## src/rtl/nn_pkg.sv

```systemverilog
// rtl/nn_pkg.sv - shared widths, state encoding and saturation helper for the nn layers
package nn_pkg;

  localparam int WEIGHT_W = 8;
  localparam int FEAT_W   = 8;
  localparam int ACT_W    = 10;
  localparam int N_HID    = 8;
  localparam logic [ACT_W-1:0] ACT_MAX = 10'd1023;

  localparam logic [1:0] S_IDLE = 2'd0;
  localparam logic [1:0] S_MAC  = 2'd1;
  localparam logic [1:0] S_DONE = 2'd2;

  // Clamp an already-shifted accumulator value into the activation range.
  function automatic logic [ACT_W-1:0] sat10(input logic [31:0] v);
    if (v > 32'(ACT_MAX)) begin
      sat10 = ACT_MAX;
    end else begin
      sat10 = v[ACT_W-1:0];
    end
  endfunction

endpackage

```

## src/rtl/mac_unit.sv

```systemverilog
// rtl/mac_unit.sv - shared 8x8 multiplier with clearable running accumulator
module mac_unit
  import nn_pkg::*;
#(
  parameter int ACC_W = 19
) (
  input  logic                clk,
  input  logic                rst_n,
  input  logic [FEAT_W-1:0]   feat,
  input  logic [WEIGHT_W-1:0] weight,
  input  logic                clr,
  input  logic                en,
  output logic [ACC_W-1:0]    acc,
  output logic [ACC_W-1:0]    sum
);

  logic [FEAT_W+WEIGHT_W-1:0] prod;

  // Product and the accumulator value this edge would produce; the
  // parent needs the latter to finish a neuron in the same cycle.
  always_comb begin
    prod = (FEAT_W+WEIGHT_W)'(feat) * (FEAT_W+WEIGHT_W)'(weight);
    sum  = acc + ACC_W'(prod);
  end

  // Accumulate while enabled; clear takes priority so the last term of a
  // neuron is consumed by the parent and the next neuron starts from zero.
  always_ff @(posedge clk or negedge rst_n) begin
    if (!rst_n) begin
      acc <= '0;
    end else if (clr) begin
      acc <= '0;
    end else if (en) begin
      acc <= sum;
    end
  end

endmodule

```

## src/rtl/hidden_layer.sv

```systemverilog
// rtl/hidden_layer.sv - time-multiplexed 8-neuron hidden layer with one shared MAC
module hidden_layer
  import nn_pkg::*;
#(
  parameter int N_IN      = 4,
  parameter int FRAC_BITS = 7
) (
  input  logic                          clk_i,
  input  logic                          rst_i,
  input  logic                          start_i,
  input  logic [N_IN*FEAT_W-1:0]        feat_i,
  input  logic                          wr_en_i,
  input  logic [$clog2(N_IN*N_HID)-1:0] wr_addr_i,
  input  logic [WEIGHT_W-1:0]           wr_data_i,
  output logic                          busy_o,
  output logic                          done_o,
  output logic [ACT_W-1:0]              x0_o,
  output logic [ACT_W-1:0]              x1_o,
  output logic [ACT_W-1:0]              x2_o,
  output logic [ACT_W-1:0]              x3_o,
  output logic [ACT_W-1:0]              x4_o,
  output logic [ACT_W-1:0]              x5_o,
  output logic [ACT_W-1:0]              x6_o,
  output logic [ACT_W-1:0]              x7_o
);

  localparam int N_W   = N_IN * N_HID;
  localparam int AW    = $clog2(N_W);
  localparam int JW    = (N_IN > 1) ? $clog2(N_IN) : 1;
  localparam int ACC_W = FEAT_W + WEIGHT_W + $clog2(N_IN) + 1;

  logic [1:0]             state;
  logic [1:0]             next_state;
  logic [AW-1:0]          idx;
  logic [JW-1:0]          j;
  logic [2:0]             h;
  logic [N_IN*FEAT_W-1:0] feat_q;
  logic [WEIGHT_W-1:0]    w     [N_W];
  logic [ACT_W-1:0]       res   [N_HID];
  logic [ACT_W-1:0]       x_q   [N_HID];

  logic                   j_last;
  logic                   idx_last;
  logic                   mac_clr;
  logic                   mac_en;
  logic [FEAT_W-1:0]      cur_feat;
  logic [ACC_W-1:0]       mac_acc;
  logic [ACC_W-1:0]       mac_sum;
  logic [ACT_W-1:0]       new_act;

  // Operand selection and the finished activation for the current neuron.
  always_comb begin
    j_last   = (j == JW'(N_IN - 1));
    idx_last = (idx == AW'(N_W - 1));
    cur_feat = feat_q[FEAT_W*j +: FEAT_W];
    mac_en   = (state == S_MAC);
    mac_clr  = ((state == S_IDLE) && start_i) || ((state == S_MAC) && j_last);
    new_act  = sat10(32'(mac_sum >> FRAC_BITS));
  end

  mac_unit #(
    .ACC_W(ACC_W)
  ) u_mac (
    .clk    (clk_i),
    .rst_n  (rst_i),
    .feat   (cur_feat),
    .weight (w[idx]),
    .clr    (mac_clr),
    .en     (mac_en),
    .acc    (mac_acc),
    .sum    (mac_sum)
  );

  // State register.
  always_ff @(posedge clk_i or negedge rst_i) begin
    if (!rst_i) begin
      state <= S_IDLE;
    end else begin
      state <= next_state;
    end
  end

  // Next-state logic: one pass of N_IN*8 MAC cycles, then a single DONE cycle.
  always_comb begin
    next_state = state;
    case (state)
      S_IDLE:  if (start_i)  next_state = S_MAC;
      S_MAC:   if (idx_last) next_state = S_DONE;
      S_DONE:  next_state = S_IDLE;
      default: next_state = S_IDLE;
    endcase
  end

  // State-decoded outputs.
  always_comb begin
    busy_o = (state != S_IDLE);
    done_o = (state == S_DONE);
  end

  // Weight store, feature latch, counters and result/output registers.
  // Outputs are only refreshed on the final MAC edge so they never show a
  // partially computed vector; neuron 7 bypasses res since it finishes then.
  always_ff @(posedge clk_i or negedge rst_i) begin
    if (!rst_i) begin
      idx    <= '0;
      j      <= '0;
      h      <= '0;
      feat_q <= '0;
      for (int k = 0; k < N_W; k++) w[k] <= '0;
      for (int k = 0; k < N_HID; k++) begin
        res[k] <= '0;
        x_q[k] <= '0;
      end
    end else begin
      case (state)
        S_IDLE: begin
          if (wr_en_i && (int'(wr_addr_i) < N_W)) begin
            w[wr_addr_i] <= wr_data_i;
          end
          if (start_i) begin
            feat_q <= feat_i;
            idx    <= '0;
            j      <= '0;
            h      <= '0;
          end
        end
        S_MAC: begin
          idx <= idx + 1'b1;
          if (j_last) begin
            j      <= '0;
            h      <= h + 1'b1;
            res[h] <= new_act;
          end else begin
            j <= j + 1'b1;
          end
          if (idx_last) begin
            for (int k = 0; k < N_HID; k++) begin
              x_q[k] <= (3'(k) == h) ? new_act : res[k];
            end
          end
        end
        default: ;
      endcase
    end
  end

  // Flatten the output register array onto the named ports.
  always_comb begin
    x0_o = x_q[0];
    x1_o = x_q[1];
    x2_o = x_q[2];
    x3_o = x_q[3];
    x4_o = x_q[4];
    x5_o = x_q[5];
    x6_o = x_q[6];
    x7_o = x_q[7];
  end

endmodule

```

## config.mk

```make
export PLATFORM = sky130hd
export DESIGN_NAME = hidden_layer
export DESIGN_NICKNAME = d
export VERILOG_FILES = /design/src/rtl/nn_pkg.sv /design/src/rtl/mac_unit.sv /design/src/rtl/hidden_layer.sv
export SDC_FILE = /design/constraint.sdc
export NUM_CORES = 1
export LEC_CHECK = 0
export ABC_AREA = 1
export BUFFER_PORTS_ARGS = -buffer_cell sky130_fd_sc_hd__buf_2
export CAP_MARGIN = 20
export CELL_PAD_IN_SITES_DETAIL_PLACEMENT = 1
export CELL_PAD_IN_SITES_GLOBAL_PLACEMENT = 2
export CORE_UTILIZATION = 40
export DETAILED_ROUTE_END_ITERATION = 16
export GPL_TIMING_DRIVEN = 1
export PLACE_DENSITY_LB_ADDON = 0.2
export SYNTH_ARGS = -nofsm -noshare
export SYNTH_HDL_FRONTEND = slang
export SYNTH_HIERARCHICAL = 1
export SYNTH_SLANG_ARGS = --single-unit
```

## constraint.sdc

```tcl
create_clock -name clk_i -period 9.9 [get_ports clk_i]
set_clock_uncertainty 0.1 [all_clocks]
set_input_delay 0.99 -clock clk_i [delete_from_list [all_inputs] [get_ports clk_i]]
set_output_delay 0.99 -clock clk_i [all_outputs]
set_load 0.01 [all_outputs]
```

======== Word-level counts from Yosys, hierarchy flattened ========
Cells that the tools add are included.
word-level totals
  output and inout port bits .............. 82
  register bits after elaboration ......... 479
  logic and storage cells ................. 131
  bits of input ports ..................... 49
cells by class
  bitwise gates (word level) .............. 3
  reduce and logical (&&, ||, !) cells .... 17
  add/subtract/negate cells ............... 4
  multiply operators ...................... 1
  order comparisons ....................... 6
  mux-type cells .......................... 31
  shift operators ......................... 1
  equality and inequality tests ........... 14
operators with widths
  kind                                                                    count
  256-bit bitwise mux                                                     1
  10-bit two-way mux                                                      10
  80-bit bitwise mux                                                      1
  8-bit binary-select mux with 5-bit select                               1
  8-bit demux with 5-bit select                                           1
  19-bit two-way mux                                                      2
  32-bit by 6-bit variable part select with 8-bit output                  1
  10-bit demux with 3-bit select                                          1
  8-bit two-way mux                                                       3
  19-bit by 16-bit adder with 19-bit output                               1
  8-bit by 8-bit multiplier with 16-bit output                            1
  3-bit equality test, first input constant                               4
  6-bit >= comparator, second input constant                              2
  12-bit by 10-bit > comparator with 1-bit output, second input constant  1
  5-bit inverter with 6-bit output                                        2
  2-bit AND reduction                                                     6
  5-bit case mux with 2 select lines                                      1
  2-bit two-way mux                                                       4
  2-bit case mux with 2 select lines                                      2
  2-bit by 3-bit equality test with 1-bit output, first input constant    2
  6-bit by 1-bit < comparator with 1-bit output, second input constant    1
  3-bit two-way mux                                                       2
  2-bit inequality test, second input constant                            3
  3-bit case mux with 2 select lines                                      1
  17 further kinds                                                        23

======== Longest topological paths before layout ========
Gate-level depths: netlist (run 1).
  depth in word-level cells ............... 9
  gate-level depth with buffers ........... 37

======== Cells and area by module ========
Netlist (run 1), hierarchy kept.
modules (own cells, without submodules)
  module        instances  area an instance (µm²)  cells an instance  sequential area each (µm²)
  hidden_layer  1          21156.5                 2628               11511.0
  mac_unit      1          3699.8                  523                475.5

======== Least setup slack after synthesis (run 1) ========
Ideal clock, no wire load.
  kind .................................... register -> register
  start point ............................. reg idx[1]
  end point ............................... reg x_q, in the netlist x1_o[4]
  data arrival time ....................... 5.795 ns
  required time ........................... 9.675 ns
  clock period less this slack ............ 6.020 ns
  path slack .............................. 3.880 ns
  library setup time ...................... 0.125 ns
  cell stages (with the launch flop) ...... 33
  cells stage by stage .................... dfrtp_1 inv_1 clkbuf_1 clkbuf_1 nand3_1 nand2_1 nand2_1 nand3_1 nand3_1 nand2_1 clkbuf_1 nand2_1 fa_1 inv_1 fa_1 fa_1 inv_1 fa_1 inv_1 ha_1 nand2_1 inv_1 a21oi_1 nand2_2 nand2_1 nand3_1 and2_1 nor2_1 clkinv_1 nor2_1 inv_1 o21ai_0 o21ai_1
between the ends
  word-level cells in the longest chain between the ends .. 9
ends and longest elaborated chain
  what                                                    RTL line             RTL
  start, declared                                         hidden_layer.sv:34   logic [AW-1:0] idx;
  start signal, assigned                                  hidden_layer.sv:128  idx <= idx + 1'b1;
  5-bit inverter with 6-bit output (implied by the code)  hidden_layer.sv:67   .weight (w[idx]),
  8-bit binary-select mux with 5-bit select               hidden_layer.sv:67
  8-bit two-way mux (implied by the code) (2 in a row)    hidden_layer.sv:67
  8-bit by 8-bit multiplier with 16-bit output            mac_unit.sv:22       prod = (FEAT_W+WEIGHT_W)'(feat) * (FEAT_W+WEIGHT_W)'(weight);
  19-bit by 16-bit adder with 19-bit output               mac_unit.sv:23       sum = acc + ACC_W'(prod);
  via mac_sum[18]                                         hidden_layer.sv:48   logic [ACC_W-1:0] mac_sum;
  12-bit by 10-bit > comparator with 1-bit output         nn_pkg.sv:16         if (v > 32'(ACT_MAX)) begin
  10-bit two-way mux                                      nn_pkg.sv:16
  10-bit two-way mux                                      hidden_layer.sv:138  x_q[k] <= (3'(k) == h) ? new_act : res[k];
  end signal, assigned by index                           hidden_layer.sv:138
  end, declared                                           hidden_layer.sv:40   logic [ACT_W-1:0] x_q [N_HID];
The timed path passes the listed nets, and every way through them passes these cells. The select of a mux whose other input is x is not followed.
A chain may end at the register's enable or synchronous reset.

======== Final worst setup path (run 1) ========
  start point ............................. reg idx[0]
  end point ............................... reg x_q, in the netlist x1_o[6]
Same word-level chain as after synthesis.

==> flow_summary.json, run 1 <==
{
  "fillerInstances": 7506,
  "clk_transition_reported_paths_ns": 0.06,
  "critical_path_required_ns": 10.28,
  "path_delay_family": "adder cells",
  "finalCriticalPeriod_ns": 8.44,
  "drc": 0,
  "syn_area_mm2": 0.0249,
  "hold_buffers": 0,
  "htree_levels": 2,
  "tns_ns": 0,
  "syn_to_final_growth_pct": 12.8,
  "grt_usage_pct": 26.1,
  "synth_nets": 3299,
  "fin_area_mm2": 0.0280,
  "ioPinCount": 131,
  "worst_path_largest_cell_delay_ns": 1.01,
  "critPathMostFrequentCell": "nand2_1",
  "synthCells": 3150,
  "num_vias": 21200,
  "die_h_um": 251,
  "drive_gt1_share_pct": 10.6,
  "cts_setup_buffers": 0,
  "port_buffers": 130,
  "num_rows": 91,
  "fmax_mhz": 119,
  "core_mm2": 0.0616,
  "syn_area_per_cell_um2": 7.89,
  "antenna_found_initial": 2,
  "die_width_um": 251,
  "grt_max_degree": 100,
  "nets": 3344,
  "cp-start-kind": "flip-flop",
  "timing.final.crit_share_pct": 85.2,
  "end_kind": "flip-flop",
  "hold_viol": 0,
  "slowest_stage": "dfrtp_4",
  "finalMaxSlewViolations": 0,
  "arrival_ns": 8.82,
  "setup_viol": 0,
  "clockBufferDepth": 3,
  "hpwl_mm": 52.1,
  "grt_pass1_vias": 22400,
  "wl_per_cell_um": 19.8,
  "start_util_pct": 40.3,
  "cts_root_buf": "clkbuf_16",
  "worst-path-max-fanout": 83,
  "cts-buffers-inserted": 55,
  "drt.antenna.violating_nets": 0,
  "cts.sinks": 479,
  "n_antenna_cell": 0,
  "cts_resized": 0,
  "grt_overflow": 0,
  "criticalPathCategory": "flip-flop to flip-flop",
  "via_per_inst": 5.19,
  "synth_warnings": 6,
  "routed_wl_mm": 80.7,
  "clock_latency_ns": 0.64,
  "placed_area_mm2": 0.0262,
  "grt_setup_unrepaired": "false",
  "status": "finished clean",
  "hold_path.class": "input pin to async pin",
  "tightest_slew_ns": 0.994,
  "dr.pass1.iters": 8,
  "die_area_mm2": 0.0631,
  "cts_tree": "done",
  "drtIter0Drc": 1424,
  "path_buf_inv": 9,
  "r2r_slack_ns": 1.46,
  "max_cap_viol_count": 0,
  "gp_congestion": 0.814,
  "grt_first_pass_wirelength_mm": 129,
  "slew_headroom_pct": 33.7
}
## layer usage
| layer | vias up | wire, µm | track usage, % |
|---|---|---|---|
| met5 | - | 13 | 0 |
| met4 | 2 | 2140 | 7.28 |
| met3 | 116 | 3390 | 3.26 |
| met2 | 382 | 37200 | 42.2 |
| met1 | 10700 | 37900 | 36.9 |
| li1 | 9992 | - | - |
## layout make-up
cell class	instances	area (µm²)	share of cell area, %
Sequential cell	479	12000	42.8
Multi-Input combinational cell	2084	10600	37.9
Clock inverter	14	160	0.571
Clock buffer	87	1690	6.02
Timing Repair Buffer	171	1000	3.57
Tap cell	837	1050	3.74
Inverter	404	1520	5.41
## stage by stage
step | std cells | setup WS (ns) | util [%] | hold slack, ns
global route | 4076 | 0.887 | 45.5 | 0.381
detailed placement | 3974 | 1.54 | 42.5 | 0.365
finish | 4076 | 1.46 | 45.5 | 0.342
CTS | 4075 | 1.46 | 45.5 | 0.343
floorplan | 3150 | 3.88 | - | 0.345
global placement | 3974 | 1.64 | 42.5 | 0.358
## path summary, 6_finish.rpt
kind / end / cells past startpoint / start
max in group asynchronous: res[1] / 4 / rst_i
min: w[247] / 1 / rst_i
max reg2reg: x1_o[6] / 32 / idx[0]
min in group clk_i: w[220] / 2 / w[220]
min reg2reg: w[220] / 2 / w[220]
max: x1_o[6] / 32 / idx[0]
## flip-flops by register name, summed over array words and instances, names as in the netlist
name / count
feat_q: 32
h: 3
j: 2
x4_o: 10
w: 256
x6_o: 10
x1_o: 10
x3_o: 10
idx: 5
res: 80
x0_o: 10
u_mac/acc: 19
x7_o: 10
x2_o: 10
state: 2
x5_o: 10
## cells in the final DEF (no fill, tap or decap), types with 4 or more instances in the layout
master	n
a21oi_1	49
and2_1	7
buf_2	129
buf_4	39
clkbuf_1	14
clkbuf_16	56
clkbuf_8	17
clkinv_1	12
clkinv_2	10
dfrtp_1	477
fa_1	50
ha_1	50
inv_1	384
inv_2	8
mux2_2	32
nand2_1	904
nand2_2	4
nand3_1	173
nand4_1	4
nor2_1	170
nor3_1	8
nor3_4	4
nor4_2	4
o21ai_0	571
o22ai_1	12
or2_2	24
xor2_1	5
Power of run 1 is left out: the tool's default activity adds up to more than one toggle a clock period on the data nets, which glitch-free logic cannot reach.
==> run 2, diff against run 1 <==
--- a/config.mk
+++ b/config.mk
@@ -14,6 +14,7 @@
 export DETAILED_ROUTE_END_ITERATION = 16
 export GPL_TIMING_DRIVEN = 1
 export PLACE_DENSITY_LB_ADDON = 0.2
+export SLEW_MARGIN = 0
 export SYNTH_ARGS = -nofsm -noshare
 export SYNTH_HDL_FRONTEND = slang
 export SYNTH_HIERARCHICAL = 1
==> constraint.sdc (replaced) <==
create_clock -name clk_i -period 9.9 [get_ports clk_i]
set_clock_uncertainty 0.1 [all_clocks]
set_input_delay 0.495 -clock clk_i [delete_from_list [all_inputs] [get_ports clk_i]]
set_output_delay 0.495 -clock clk_i [all_outputs]
set_load 0.01 [all_outputs]
==> run 2 against run 1 <==
Routed wire length increased by 0.29%. Register-to-register slack better by 0.21 ns. Setup slack improved by 0.21 ns. First-iteration DRC count shrank 2.5%. Critical path depth did not move. Maximum frequency grew 2.6%. Global-route usage grew 0.21 points. Largest cell class unchanged.
==> flow_summary.json, run 2 (synthesis results as in run 1) <==
{
  "grt-busiest-layer": "met2",
  "fmax_mhz": 122,
  "final_util_pct": 45.9,
  "die_area_mm2": 0.0631,
  "final_cell_mix": "nand2_1, o21ai_0, dfrtp_1, inv_1, nand3_1",
  "regArea_mm2": 0.0120,
  "grt_overflow": 0,
  "nets": 3370,
  "hpwl_mm": 51.2,
  "cts.sinks": 479,
  "port_buffers": 130,
  "finalCriticalPeriod_ns": 8.22,
  "path_delay_family": "adder cells",
  "num_vias": 21200,
  "layout_commonest_cell": "nand2_1",
  "cts-buffers-inserted": 55,
  "start_util_pct": 40.3,
  "hold_viol": 0,
  "wl_per_cell_um": 19.7,
  "fillerInstances": 7442,
  "critPathMostFrequentCell": "nand2_1",
  "max_cap_viol_count": 0,
  "reg.largest.list": "w x256, res x80, feat_q x32",
  "cts_setup_buffers": 0,
  "largest_register_ffs": 256,
  "ioPinCount": 131,
  "cp-start-kind": "flip-flop",
  "via_per_inst": 5.17,
  "cts_resized": 0,
  "end_kind": "flip-flop",
  "status": "finished clean",
  "routed_wl_mm": 81.0,
  "htree_levels": 2,
  "use_met2_pct": 43.2,
  "met1_usage_pct": 36.8,
  "criticalPathCategory": "flip-flop to flip-flop",
  "gp_congestion": 0.809,
  "clock_latency_ns": 0.64,
  "drt.antenna.violating_nets": 0,
  "core_mm2": 0.0616,
  "cts_root_buf": "clkbuf_16",
  "setup_viol": 0,
  "clockBufferDepth": 3,
  "drive_gt1_share_pct": 10.5,
  "drc": 0,
  "arrival_ns": 8.62,
  "path_buf_inv": 9,
  "syn_to_final_growth_pct": 13.8,
  "num_rows": 91,
  "grt_pass1_vias": 22300,
  "drtIter0Drc": 1389,
  "timing.final.crit_share_pct": 83.0,
  "die_h_um": 251,
  "slew_headroom_pct": 31.8,
  "grt_max_degree": 166,
  "die_width_um": 251,
  "tightest_slew_ns": 1.02,
  "dr.pass1.iters": 5,
  "slowest_stage": "dfrtp_4",
  "cts_tree": "done",
  "grt_setup_unrepaired": "false",
  "largest_register": "w",
  "finalMaxSlewViolations": 0,
  "tns_ns": 0,
  "fin_area_mm2": 0.0283,
  "worst-path-max-fanout": 67,
  "clk_transition_reported_paths_ns": 0.06,
  "worst_path_largest_cell_delay_ns": 0.93,
  "grt_first_pass_wirelength_mm": 129,
  "hold_path.class": "input pin to flip-flop",
  "placed_area_mm2": 0.0262,
  "whs_ns": 0.0403,
  "grt_usage_pct": 26.3,
  "multiInputGateArea_mm2": 0.0106,
  "critical_path_required_ns": 10.30,
  "antenna_found_initial": 0,
  "met3_usage_pct": 4.21
}
-- run 2: cell types whose count changed in the layout (fill, tap and decap cells not counted), sizes merged --
| cell | before | now |
|---|---|---|
| clkinv | 23 | 24 |
| diode | 0 | 1 |
| inv | 393 | 396 |
| bufinv | 2 | 3 |
| dlygate4sd3 | 0 | 29 |
| clkbuf | 87 | 79 |
| buf | 171 | 168 |
-- run 2: routing by layer --
metal  share of wire, %  vias up
met2                 47      360
met3                4.2       87
li1                   -    10000
met4                1.6        0
met5                  0        -
met1                 47    10700
-- run 2: final timing paths --
check	from	end	slack, ns	cells after the start
max	idx[0]	x6_o[0]	1.68	32
min	feat_i[31]	feat_q[31]	0.04	2
max reg2reg	idx[0]	x6_o[0]	1.68	32
min reg2reg	w[220]	w[220]	0.38	2
max in group asynchronous	rst_i	w[157]	6.85	4
min in group asynchronous	rst_i	w[225]	0.40	2
-- run 2: final cells by class --
class,count,share of cell area (%)
flip-flops and latches,479,42.4
multi-input cells,2084,37.6
clock buffers,79,5.65
inverters,404,5.36
repair buffers,197,4.53
well taps,837,3.70
clock inverters,19,0.721
diodes,1,0.00885
-- run 2: stage by stage --
| stage | worst slack (ns) | cells |
|---|---|---|
| floorplan | 3.88 | 3150 |
| global placement | 1.83 | 3971 |
| detailed placement | 1.70 | 3971 |
| CTS | 1.65 | 4098 |
| global route | 1.05 | 4099 |
| finish | 1.68 | 4100 |
-- run 2: timing repair --
action	CTS	global route
hold endpoints to repair	133	0
endpoints found under the setup margin	0	0
hold buffers	29	0
Power of run 2 is left out for the same reason.
